--- config.mk ---
export PLATFORM = sky130hd
export DESIGN_NAME = dm_arbiter_flat
export DESIGN_NICKNAME = d
export VERILOG_FILES = /design/src/rtl/dm_arb_pkg.sv /design/src/rtl/dm_arbiter_if.sv /design/src/rtl/dm_arb_pick.sv /design/src/rtl/dm_arbiter.sv /design/src/flat_wrapper.sv
export SDC_FILE = /design/constraint.sdc
export NUM_CORES = 1
export LEC_CHECK = 0
export ABC_CLOCK_PERIOD_IN_PS = 2500
export BUFFER_PORTS_ARGS = -buffer_cell sky130_fd_sc_hd__buf_2
export CAP_MARGIN = 20
export CELL_PAD_IN_SITES_DETAIL_PLACEMENT = 0
export CELL_PAD_IN_SITES_GLOBAL_PLACEMENT = 1
export CORE_MARGIN = 2
export CORE_UTILIZATION = 27
export DETAILED_ROUTE_END_ITERATION = 7
export HOLD_SLACK_MARGIN = 0.02
export PLACE_DENSITY = 0.9
export SYNTH_ARGS = -nofsm -noshare
export SYNTH_HDL_FRONTEND = slang
export SYNTH_SLANG_ARGS = --single-unit
--- constraint.sdc ---
create_clock -name clk -period 2.5 [get_ports clk]
set_clock_uncertainty 0.05 [all_clocks]
set_input_delay 0.125 -clock clk [delete_from_list [all_inputs] [get_ports clk]]
set_output_delay 0.125 -clock clk [all_outputs]
set_load 0.01 [all_outputs]
--- src/rtl/dm_arb_pkg.sv ---
// Shared types and sizing for the MEM/DBG single-port RAM arbiter.
// Optional build macro: DM_DBG_WRITE_EN (debug requester may write).
package dm_arb_pkg;

   localparam int unsigned DATA_W         = 32;
   localparam int unsigned ADDR_W         = 32;
   localparam int unsigned WEN_W          = 4;
   localparam int unsigned STARVE_MAX_DEF = 8;

   typedef enum logic {
      ST_IDLE    = 1'b0,
      ST_RD_WAIT = 1'b1
   } state_e;

   typedef enum logic {
      REQ_MEM = 1'b0,
      REQ_DBG = 1'b1
   } req_id_e;

   typedef struct packed {
      logic [WEN_W-1:0]  wen;
      logic [ADDR_W-1:0] addr;
      logic [DATA_W-1:0] wdata;
   } ram_cmd_t;

   // Starvation counter width; at least one bit so a zero limit still elaborates.
   function automatic int unsigned starve_w(input int unsigned starve_max);
      int unsigned w;
      w = $clog2(starve_max + 1);
      return (w == 0) ? 1 : w;
   endfunction

   localparam int unsigned STARVE_W = starve_w(STARVE_MAX_DEF);

endpackage

--- src/rtl/dm_arbiter_if.sv ---
// Requester and RAM signal bundle for dm_arbiter.
interface dm_arbiter_if;
   import dm_arb_pkg::*;

   logic                mem_req;
   logic [WEN_W-1:0]    mem_wen;
   logic [ADDR_W-1:0]   mem_addr;
   logic [DATA_W-1:0]   mem_wdata;
   logic [DATA_W-1:0]   mem_rdata;
   logic                mem_ack;

   logic                dbg_req;
   logic [WEN_W-1:0]    dbg_wen;
   logic [ADDR_W-1:0]   dbg_addr;
   logic [DATA_W-1:0]   dbg_wdata;
   logic [DATA_W-1:0]   dbg_rdata;
   logic                dbg_ack;

   logic                ram_en;
   logic [WEN_W-1:0]    ram_wen;
   logic [ADDR_W-1:0]   ram_addr;
   logic [DATA_W-1:0]   ram_wdata;
   logic [DATA_W-1:0]   ram_rdata;
   logic                busy;

   // Arbiter side
   modport slave (
      input  mem_req, mem_wen, mem_addr, mem_wdata,
      output mem_rdata, mem_ack,
      input  dbg_req, dbg_wen, dbg_addr, dbg_wdata,
      output dbg_rdata, dbg_ack,
      output ram_en, ram_wen, ram_addr, ram_wdata,
      input  ram_rdata,
      output busy
   );

   // Requester/RAM side
   modport master (
      output mem_req, mem_wen, mem_addr, mem_wdata,
      input  mem_rdata, mem_ack,
      output dbg_req, dbg_wen, dbg_addr, dbg_wdata,
      input  dbg_rdata, dbg_ack,
      input  ram_en, ram_wen, ram_addr, ram_wdata,
      output ram_rdata,
      input  busy
   );

endinterface

--- src/rtl/dm_arb_pick.sv ---
// Winner selection: MEM by default, DBG once it has watched STARVE_MAX MEM grants.
module dm_arb_pick
   import dm_arb_pkg::*;
#(
   parameter int unsigned STARVE_MAX = STARVE_MAX_DEF
) (
   input  logic    clk,
   input  logic    reset,
   input  logic    en,
   input  logic    mem_req,
   input  logic    dbg_req,
   output logic    gnt_vld,
   output req_id_e gnt_id
);

   localparam int unsigned      CNT_W   = starve_w(STARVE_MAX);
   localparam logic [CNT_W-1:0] CNT_MAX = CNT_W'(STARVE_MAX);

   logic [CNT_W-1:0] starve_cnt_q, starve_cnt_d;
   logic             dbg_wins;

   always_comb begin
      dbg_wins     = 1'b0;
      gnt_vld      = 1'b0;
      gnt_id       = REQ_MEM;
      starve_cnt_d = starve_cnt_q;

      dbg_wins = dbg_req && ((starve_cnt_q == CNT_MAX) || !mem_req);
      gnt_vld  = en && (mem_req || dbg_req);
      gnt_id   = dbg_wins ? REQ_DBG : REQ_MEM;

      // Count only MEM grants that bypassed a waiting DBG request.
      if (!dbg_req) begin
         starve_cnt_d = '0;
      end else if (gnt_vld && (gnt_id == REQ_DBG)) begin
         starve_cnt_d = '0;
      end else if (gnt_vld && (starve_cnt_q != CNT_MAX)) begin
         starve_cnt_d = starve_cnt_q + CNT_W'(1);
      end
   end

   always_ff @(posedge clk or posedge reset) begin
      if (reset) starve_cnt_q <= '0;
      else       starve_cnt_q <= starve_cnt_d;
   end

endmodule

--- src/rtl/dm_arbiter.sv ---
// Two-requester arbiter onto a synchronous-read RAM; writes take 1 cycle, reads 2.
// Build macro DM_DBG_WRITE_EN lets the debug requester write; otherwise DBG is read-only.
module dm_arbiter
   import dm_arb_pkg::*;
#(
   parameter int unsigned STARVE_MAX = STARVE_MAX_DEF
) (
   input logic          clk,
   input logic          reset,
   dm_arbiter_if.slave  bus
);

   state_e            state_q, state_d;
   req_id_e           id_q, id_d;
   logic [DATA_W-1:0] mem_hold_q, mem_hold_d;
   logic [DATA_W-1:0] dbg_hold_q, dbg_hold_d;

   logic     gnt_ok;
   logic     gnt_vld;
   req_id_e  gnt_id;
   ram_cmd_t mem_cmd, dbg_cmd, cmd;

   // Grants are suppressed while reset is held so every output reads 0.
   assign gnt_ok = (state_q == ST_IDLE) && !reset;

   dm_arb_pick #(
      .STARVE_MAX (STARVE_MAX)
   ) u_pick (
      .clk     (clk),
      .reset   (reset),
      .en      (gnt_ok),
      .mem_req (bus.mem_req),
      .dbg_req (bus.dbg_req),
      .gnt_vld (gnt_vld),
      .gnt_id  (gnt_id)
   );

`ifdef DM_DBG_WRITE_EN
   assign dbg_cmd = '{wen: bus.dbg_wen, addr: bus.dbg_addr, wdata: bus.dbg_wdata};
`else
   logic unused_dbg_wen;
   assign unused_dbg_wen = ^bus.dbg_wen;
   assign dbg_cmd = '{wen: '0, addr: bus.dbg_addr, wdata: bus.dbg_wdata};
`endif

   assign mem_cmd = '{wen: bus.mem_wen, addr: bus.mem_addr, wdata: bus.mem_wdata};

   always_comb begin
      state_d    = state_q;
      id_d       = id_q;
      mem_hold_d = mem_hold_q;
      dbg_hold_d = dbg_hold_q;
      cmd        = '0;

      bus.ram_en    = 1'b0;
      bus.ram_wen   = '0;
      bus.ram_addr  = '0;
      bus.ram_wdata = '0;
      bus.mem_ack   = 1'b0;
      bus.dbg_ack   = 1'b0;
      bus.mem_rdata = mem_hold_q;
      bus.dbg_rdata = dbg_hold_q;
      bus.busy      = 1'b0;

      case (state_q)
         ST_IDLE: begin
            if (gnt_vld) begin
               cmd           = (gnt_id == REQ_DBG) ? dbg_cmd : mem_cmd;
               bus.ram_en    = 1'b1;
               bus.ram_wen   = cmd.wen;
               bus.ram_addr  = cmd.addr;
               bus.ram_wdata = cmd.wdata;
               if (cmd.wen != '0) begin
                  bus.mem_ack = (gnt_id == REQ_MEM);
                  bus.dbg_ack = (gnt_id == REQ_DBG);
               end else begin
                  state_d = ST_RD_WAIT;
                  id_d    = gnt_id;
               end
            end
         end
         ST_RD_WAIT: begin
            // RAM data is valid now: pass it through and keep a copy.
            bus.busy = 1'b1;
            state_d  = ST_IDLE;
            if (id_q == REQ_DBG) begin
               bus.dbg_ack   = 1'b1;
               bus.dbg_rdata = bus.ram_rdata;
               dbg_hold_d    = bus.ram_rdata;
            end else begin
               bus.mem_ack   = 1'b1;
               bus.mem_rdata = bus.ram_rdata;
               mem_hold_d    = bus.ram_rdata;
            end
         end
         default: state_d = ST_IDLE;
      endcase
   end

   always_ff @(posedge clk or posedge reset) begin
      if (reset) begin
         state_q    <= ST_IDLE;
         id_q       <= REQ_MEM;
         mem_hold_q <= '0;
         dbg_hold_q <= '0;
      end else begin
         state_q    <= state_d;
         id_q       <= id_d;
         mem_hold_q <= mem_hold_d;
         dbg_hold_q <= dbg_hold_d;
      end
   end

endmodule

--- src/flat_wrapper.sv ---
// flat-port wrapper written by rule: the top's interface ports become plain ports
module dm_arbiter_flat import dm_arb_pkg::*;
#(
   parameter int unsigned STARVE_MAX = STARVE_MAX_DEF
)
  (clk, reset, bus_mem_req, bus_mem_wen, bus_mem_addr, bus_mem_wdata, bus_mem_rdata, bus_mem_ack, bus_dbg_req, bus_dbg_wen, bus_dbg_addr, bus_dbg_wdata, bus_dbg_rdata, bus_dbg_ack, bus_ram_en, bus_ram_wen, bus_ram_addr, bus_ram_wdata, bus_ram_rdata, bus_busy);
  dm_arbiter_if bus_i ();
  input logic clk;
  input logic reset;
  input wire logic [$bits(bus_i.mem_req)-1:0] bus_mem_req;
  input wire logic [$bits(bus_i.mem_wen)-1:0] bus_mem_wen;
  input wire logic [$bits(bus_i.mem_addr)-1:0] bus_mem_addr;
  input wire logic [$bits(bus_i.mem_wdata)-1:0] bus_mem_wdata;
  output wire logic [$bits(bus_i.mem_rdata)-1:0] bus_mem_rdata;
  output wire logic [$bits(bus_i.mem_ack)-1:0] bus_mem_ack;
  input wire logic [$bits(bus_i.dbg_req)-1:0] bus_dbg_req;
  input wire logic [$bits(bus_i.dbg_wen)-1:0] bus_dbg_wen;
  input wire logic [$bits(bus_i.dbg_addr)-1:0] bus_dbg_addr;
  input wire logic [$bits(bus_i.dbg_wdata)-1:0] bus_dbg_wdata;
  output wire logic [$bits(bus_i.dbg_rdata)-1:0] bus_dbg_rdata;
  output wire logic [$bits(bus_i.dbg_ack)-1:0] bus_dbg_ack;
  output wire logic [$bits(bus_i.ram_en)-1:0] bus_ram_en;
  output wire logic [$bits(bus_i.ram_wen)-1:0] bus_ram_wen;
  output wire logic [$bits(bus_i.ram_addr)-1:0] bus_ram_addr;
  output wire logic [$bits(bus_i.ram_wdata)-1:0] bus_ram_wdata;
  input wire logic [$bits(bus_i.ram_rdata)-1:0] bus_ram_rdata;
  output wire logic [$bits(bus_i.busy)-1:0] bus_busy;
  assign bus_i.mem_req = bus_mem_req;
  assign bus_i.mem_wen = bus_mem_wen;
  assign bus_i.mem_addr = bus_mem_addr;
  assign bus_i.mem_wdata = bus_mem_wdata;
  assign bus_mem_rdata = bus_i.mem_rdata;
  assign bus_mem_ack = bus_i.mem_ack;
  assign bus_i.dbg_req = bus_dbg_req;
  assign bus_i.dbg_wen = bus_dbg_wen;
  assign bus_i.dbg_addr = bus_dbg_addr;
  assign bus_i.dbg_wdata = bus_dbg_wdata;
  assign bus_dbg_rdata = bus_i.dbg_rdata;
  assign bus_dbg_ack = bus_i.dbg_ack;
  assign bus_ram_en = bus_i.ram_en;
  assign bus_ram_wen = bus_i.ram_wen;
  assign bus_ram_addr = bus_i.ram_addr;
  assign bus_ram_wdata = bus_i.ram_wdata;
  assign bus_i.ram_rdata = bus_ram_rdata;
  assign bus_busy = bus_i.busy;
  dm_arbiter #(.STARVE_MAX(STARVE_MAX)) u_core (.clk(clk), .reset(reset), .bus(bus_i));
endmodule
## Word-level counts from Yosys, hierarchy flattened

Index checks and enable logic that the tools add are counted.

| word-level totals | value |
|---|---|
| bits in registers | 70 |
| input port bits | 172 |
| output and inout bits | 136 |
| logic and storage cells | 52 |

| cells by class | value |
|---|---|
| $add $sub $neg | 1 |
| equality and inequality tests | 3 |
| mux-type cells | 29 |
| bitwise logic cells | 3 |
| reduce and logical (&&, ||, !) cells | 11 |

Operators with widths:

| operator | count |
|---|---|
| two-way mux 32 bit | 8 |
| two-way mux 68 bit | 1 |
| two-way mux 4 bit | 5 |
| two-way mux 1 bit | 12 |
| one-hot mux 1 bit (2 select lines) | 3 |
| logical AND 1 bit | 5 |
| adder 4 x 1 -> 4 bit, second input constant | 1 |
| == test 4 bit, second input constant | 1 |
| != test 4 bit, second input constant | 1 |
| nonzero test 4 bit | 1 |
| != test 3 x 1 -> 1 bit, second input constant | 1 |
| NOT 1 bit | 3 |
| AND reduction 3 bit | 1 |
| logical NOT 1 bit | 2 |
| logical OR 1 bit | 2 |

## Logic depth before layout (Yosys ltp)

| logic depth | value |
|---|---|
| depth in word-level cells | 9 |
| depth in mapped cells | 7 |
| depth with buffers taken out | 5 |

## Hierarchy

A second synthesis with hierarchy kept.

| unflattened totals | value |
|---|---|
| cell total of the unflattened synthesis | 331 |
| area, all modules | 3,849.9 um2 |

Modules (own cells, without submodules):

| module | instances | cells each | area an instance (um2) | seq. area each (um2) |
|---|---|---|---|---|
| dm_arbiter | 1 | 299 | 3,572.2 | 1,651.6 |
| dm_arb_pick | 1 | 32 | 277.8 | 100.1 |

## Least setup slack after synthesis

OpenSTA, ideal clock, no wires.

| path | value |
|---|---|
| kind | register -> output |
| start point | register u_core.u_pick.starve_cnt_q[0] |
| end point | output port bus_ram_addr[23] |
| arrival | 1.620 ns |
| data required time | 2.325 ns |
| slack | 0.705 ns |
| stages on the path, launching flop included | 8 |
| path buffers | 2 |
| cell sequence | dfrtp_1 -> inv_1 -> ha_1 -> nand4b_1 -> and2_1 -> buf_2 -> buf_2 -> o21ai_0 |

| on the way | value |
|---|---|
| word-level cells in the longest chain between the ends | 7 |

Ends and longest elaborated chain:

| element | RTL line | RTL |
|---|---|---|
| start, declared | dm_arb_pick.sv:19 | `logic [CNT_W-1:0] starve_cnt_q, starve_cnt_d;` |
| start signal, assigned | dm_arb_pick.sv:44 | `else starve_cnt_q <= starve_cnt_d;` |
| == test 4 bit | dm_arb_pick.sv:28 | `dbg_wins = dbg_req && ((starve_cnt_q == CNT_MAX) \|\| !mem_req);` |
| logical OR 1 bit | dm_arb_pick.sv:28 |  |
| logical AND 1 bit | dm_arb_pick.sv:28 |  |
| two-way mux 1 bit | dm_arb_pick.sv:30 | `gnt_id = dbg_wins ? REQ_DBG : REQ_MEM;` |
| two-way mux 68 bit | dm_arbiter.sv:68 | `cmd = (gnt_id == REQ_DBG) ? dbg_cmd : mem_cmd;` |
| two-way mux 32 bit | dm_arbiter.sv:67 | `if (gnt_vld) begin` |
| two-way mux 32 bit | dm_arbiter.sv:65 | `case (state_q)` |
| end, declared | flat_wrapper.sv:24 | `output wire logic [$bits(bus_i.ram_addr)-1:0] bus_ram_addr;` |

Every way passes these cells.

## Worst setup path in the final report

| path | value |
|---|---|
| start point | register u_core.u_pick.starve_cnt_q[0] |
| end point | output port bus_ram_addr[9] |

Same word-level chain as after synthesis.

==> metrics.md <==
| Metric | Value |
|---|---|
| Status | completed |
| Total core area | about 14,000 um2 |
| Setup TNS | 0 ns |
| Post-Synthesis Mean Instance Area | 9.37 um2 |
| DRC | 0 |
| # Post-CTS Setup Buffers | 0 |
| Post-synth EDFFs | 0 |
| Tot GR Track Use | 0.183 |
| Synth-to-layout area growth | 58.7% |
| Yosys reg bits | 70 |
| Peak supply drop | around 0.0003 V |
| Register area | between 1500 and 2000 um2 |
| Clk sinks | 70 |
| Area share of the largest cell type after synthesis | 0.454 |
| CP Launch Type | flop |
| Clock transition at path regs | roughly 0.060 ns |
| Worst Setup End Kind | output port |
| Worst-Margin Slew | about 0.48 ns |
| Fillcell total | roughly 1,400 |
| Starting DRT DRC Count | 176 |
| Period utilization | 0.924 |
| DR pass1 iterations | 4 |
| Detailed Place HPWL | ~12 mm |
| Top-count cell post-synth | nand2_1 |
| Register area share after synthesis | 0.454 |
| Post-route cell area | between 6000 and 7000 um2 |
| Cell area after synthesis | approximately 3900 um2 |
| Total of max-cap violations | 0 |
| Syn nets | between 500 and 600 |
| Arrival time at the worst endpoint | ~2.1 ns |
| Post-DR vias/cell | 4.86 |
| Routed wire per std cell | around 17 um |
| First-pass GRT wire length | about 22 mm |
| Slew margin rel. | 0.682 |
| Clk buf depth | 2 |
| Layout Cells excl Fill | 907 |
| Post-synth top flop | dfrtp_1 |
| Worst Hold Class | input pin to flop |
| Max-slew violations | 0 |
| Yosys warning total | 0 |
| Pre-CTS WS | 0.539 ns |
| Fmax | approximately 430 MHz |
| Critical Path Fanout Max | 31 |
| Critical path class | flop to output port |
| Synth cell count leaders | 71 x nand2_1, 70 x dfrtp_1, 67 x nand4_1, 64 x mux2_2, 62 x o21ai_0 |
| Async S/R FF share, synth | 1.00 |
| Via count | 4,404 |
| Post-route ant nets | 0 |
| Vias in the first global route | between 4,000 and 5,000 |
| Row count | 43 |
| Post-Route WL | ~15 mm |
| Data required time of the worst path | ~2.3 ns |
| Die width | 124 um |
| Clock Latency Late Sink | roughly 0.33 ns |
| Nets | between 800 and 900 |
| CTS tree | done |
| P_leak | approximately 3.1 nW |
| Final Setup Violations | 0 |
| Post-Syn Instances | between 400 and 500 |
| CTS buffer count | 9 |
| Placed cells | ~860 |
| Minimum clock period | roughly 2.3 ns |
| Multi-input gate area | between 1500 and 2000 um2 |
| Largest net degree at the start of global routing | 91 |
| Chip height | between 100 and 150 um |
| H-tree levels | 3 |
| Yosys top cell by area | dfrtp_1 |
| Largest cells by area after synthesis | dfrtp_1 45%, mux2_2 19%, nand4_1 11% |
| Cell Area, Placed | 5570 um2 |
| Fraction of layout cells with a size suffix above 1 | 0.548 |
| Final Hold Fails | 0 |
| Gpl congestion | between 0.7 and 0.8 |
| FF-to-FF setup slack | between 0.7 and 0.8 ns |
| Root Driver | clkbuf_16 |
| Die area | ~15,000 um2 |
| Synth unique cells | 26 |
| I/O Pins | around 300 |
| Grt ovf | 0 |
| RSZ-0062 raised after global routing | false |
| Power Dens Cells | between 700 and 800 nW/um2 |
| Final setup margin | about 0.19 ns |
| Starting Density | 0.277 |
| PortBufs | ~300 |
| Initial antenna violation count | 3 |
==> worst paths after layout <==
path	end	start	cells after the start
min in group asynchronous	u_core.u_pick.starve_cnt_q[0]	reset	3
min reg2reg	u_core.mem_hold_q[2]	u_core.mem_hold_q[2]	1
max reg2reg	u_core.id_q	u_core.u_pick.starve_cnt_q[0]	6
min	u_core.mem_hold_q[14]	bus_ram_rdata[14]	2
max	bus_ram_addr[9]	u_core.u_pick.starve_cnt_q[0]	7
max in group asynchronous	u_core.mem_hold_q[20]	reset	4
==> layout by cell type, fill, tap and decap left out, drive strengths merged <==
| cell | netlist | layout |
|---|---|---|
| buf | 18 | 314 |
| nand2 | 71 | 71 |
| dfrtp | 70 | 70 |
| nand4 | 67 | 67 |
| o21ai | 65 | 65 |
| mux2 | 64 | 64 |
| dlygate4sd3 | 0 | 27 |
| clkbuf | 25 | 10 |
| inv | 6 | 8 |
| and3 | 4 | 4 |
| a21oi | 3 | 3 |
| clkinvlp | 0 | 3 |
| nor2 | 3 | 3 |
| o2111ai | 2 | 2 |
| nor2b | 2 | 2 |
| ha | 2 | 2 |
| diode | 0 | 1 |
| or2 | 1 | 1 |
| nand4b | 1 | 1 |
| nand2b | 1 | 1 |
| and2 | 1 | 1 |
| or4 | 1 | 1 |
| a311oi | 1 | 1 |
| nand3 | 1 | 1 |
| or4b | 1 | 1 |
| a31oi | 1 | 1 |
| o22ai | 1 | 1 |
| clkinv | 0 | 1 |
==> stage by stage <==
stage / util / hold WS [ns] / power (mW)
6_report: 0.440 / 0.0282 / 4.63
4_1_cts: 0.440 / 0.0228 / 4.68
2_1_floorplan: - / 0.240 / 2.60
5_1_grt: 0.440 / 0.0326 / 4.92
3_5_place_dp: 0.400 / 0.0581 / 3.45
3_3_place_gp: 0.400 / 0.0554 / 3.36
==> cell type report <==
cell class | instances | area share
clock buffers | 10 | 0.0390
repair buffers | 341 | 0.313
well taps | 180 | 0.0367
diodes | 1 | 0.000408
flip-flops and latches | 70 | 0.286
inverters | 6 | 0.00367
clock inverters | 6 | 0.00735
multi-input cells | 293 | 0.314
==> power by group <==
part	switching, mW	internal (mW)
Clock	0.476	0.702
Sequential	0.112	1.56
Combinational	0.944	0.842
==> cell families after synthesis <==
| kind of cell | count (synthesis) | synth area share |
|---|---|---|
| AOI/OAI and AO/OA | 73 | 0.0998 |
| adders and majority gates | 2 | 0.00648 |
| buffers and inverters | 49 | 0.0502 |
| DFF | 70 | 0.454 |
| muxes | 64 | 0.187 |
| and+or+nand+nor | 154 | 0.203 |
==> flip-flops by register name (all words and copies together), names as in the netlist <==
| register | count |
|---|---|
| u_core.dbg_hold_q | 32 |
| u_core.id_q | 1 |
| u_core.u_pick.starve_cnt_q | 4 |
| u_core.state_q | 1 |
| u_core.mem_hold_q | 32 |
==> layer usage <==
layer	vias up	track usage	part of all wire	routed length, um
met5	-	0	0.0022	33
met3	15	0.0595	0.099	1500
met1	2056	0.215	0.39	5870
li1	2114	-	-	-
met2	215	0.323	0.50	7580
met4	4	0.0462	0.010	155
==> worst max-delay path, cell delays in order (launching register included) <==
cell and delay, ns:
dfrtp_1 0.41, inv_1 0.09, ha_1 0.17, nand4b_1 0.21, and2_2 0.27, buf_4 0.22, o21ai_0 0.25, buf_2 0.18
==> what timing repair did <==
item,CTS,global route
endpoints found under the hold margin,52,0
hold buffers,27,0
resized for setup,0,0
No activity file was read; power rests on OpenSTA's default activity.
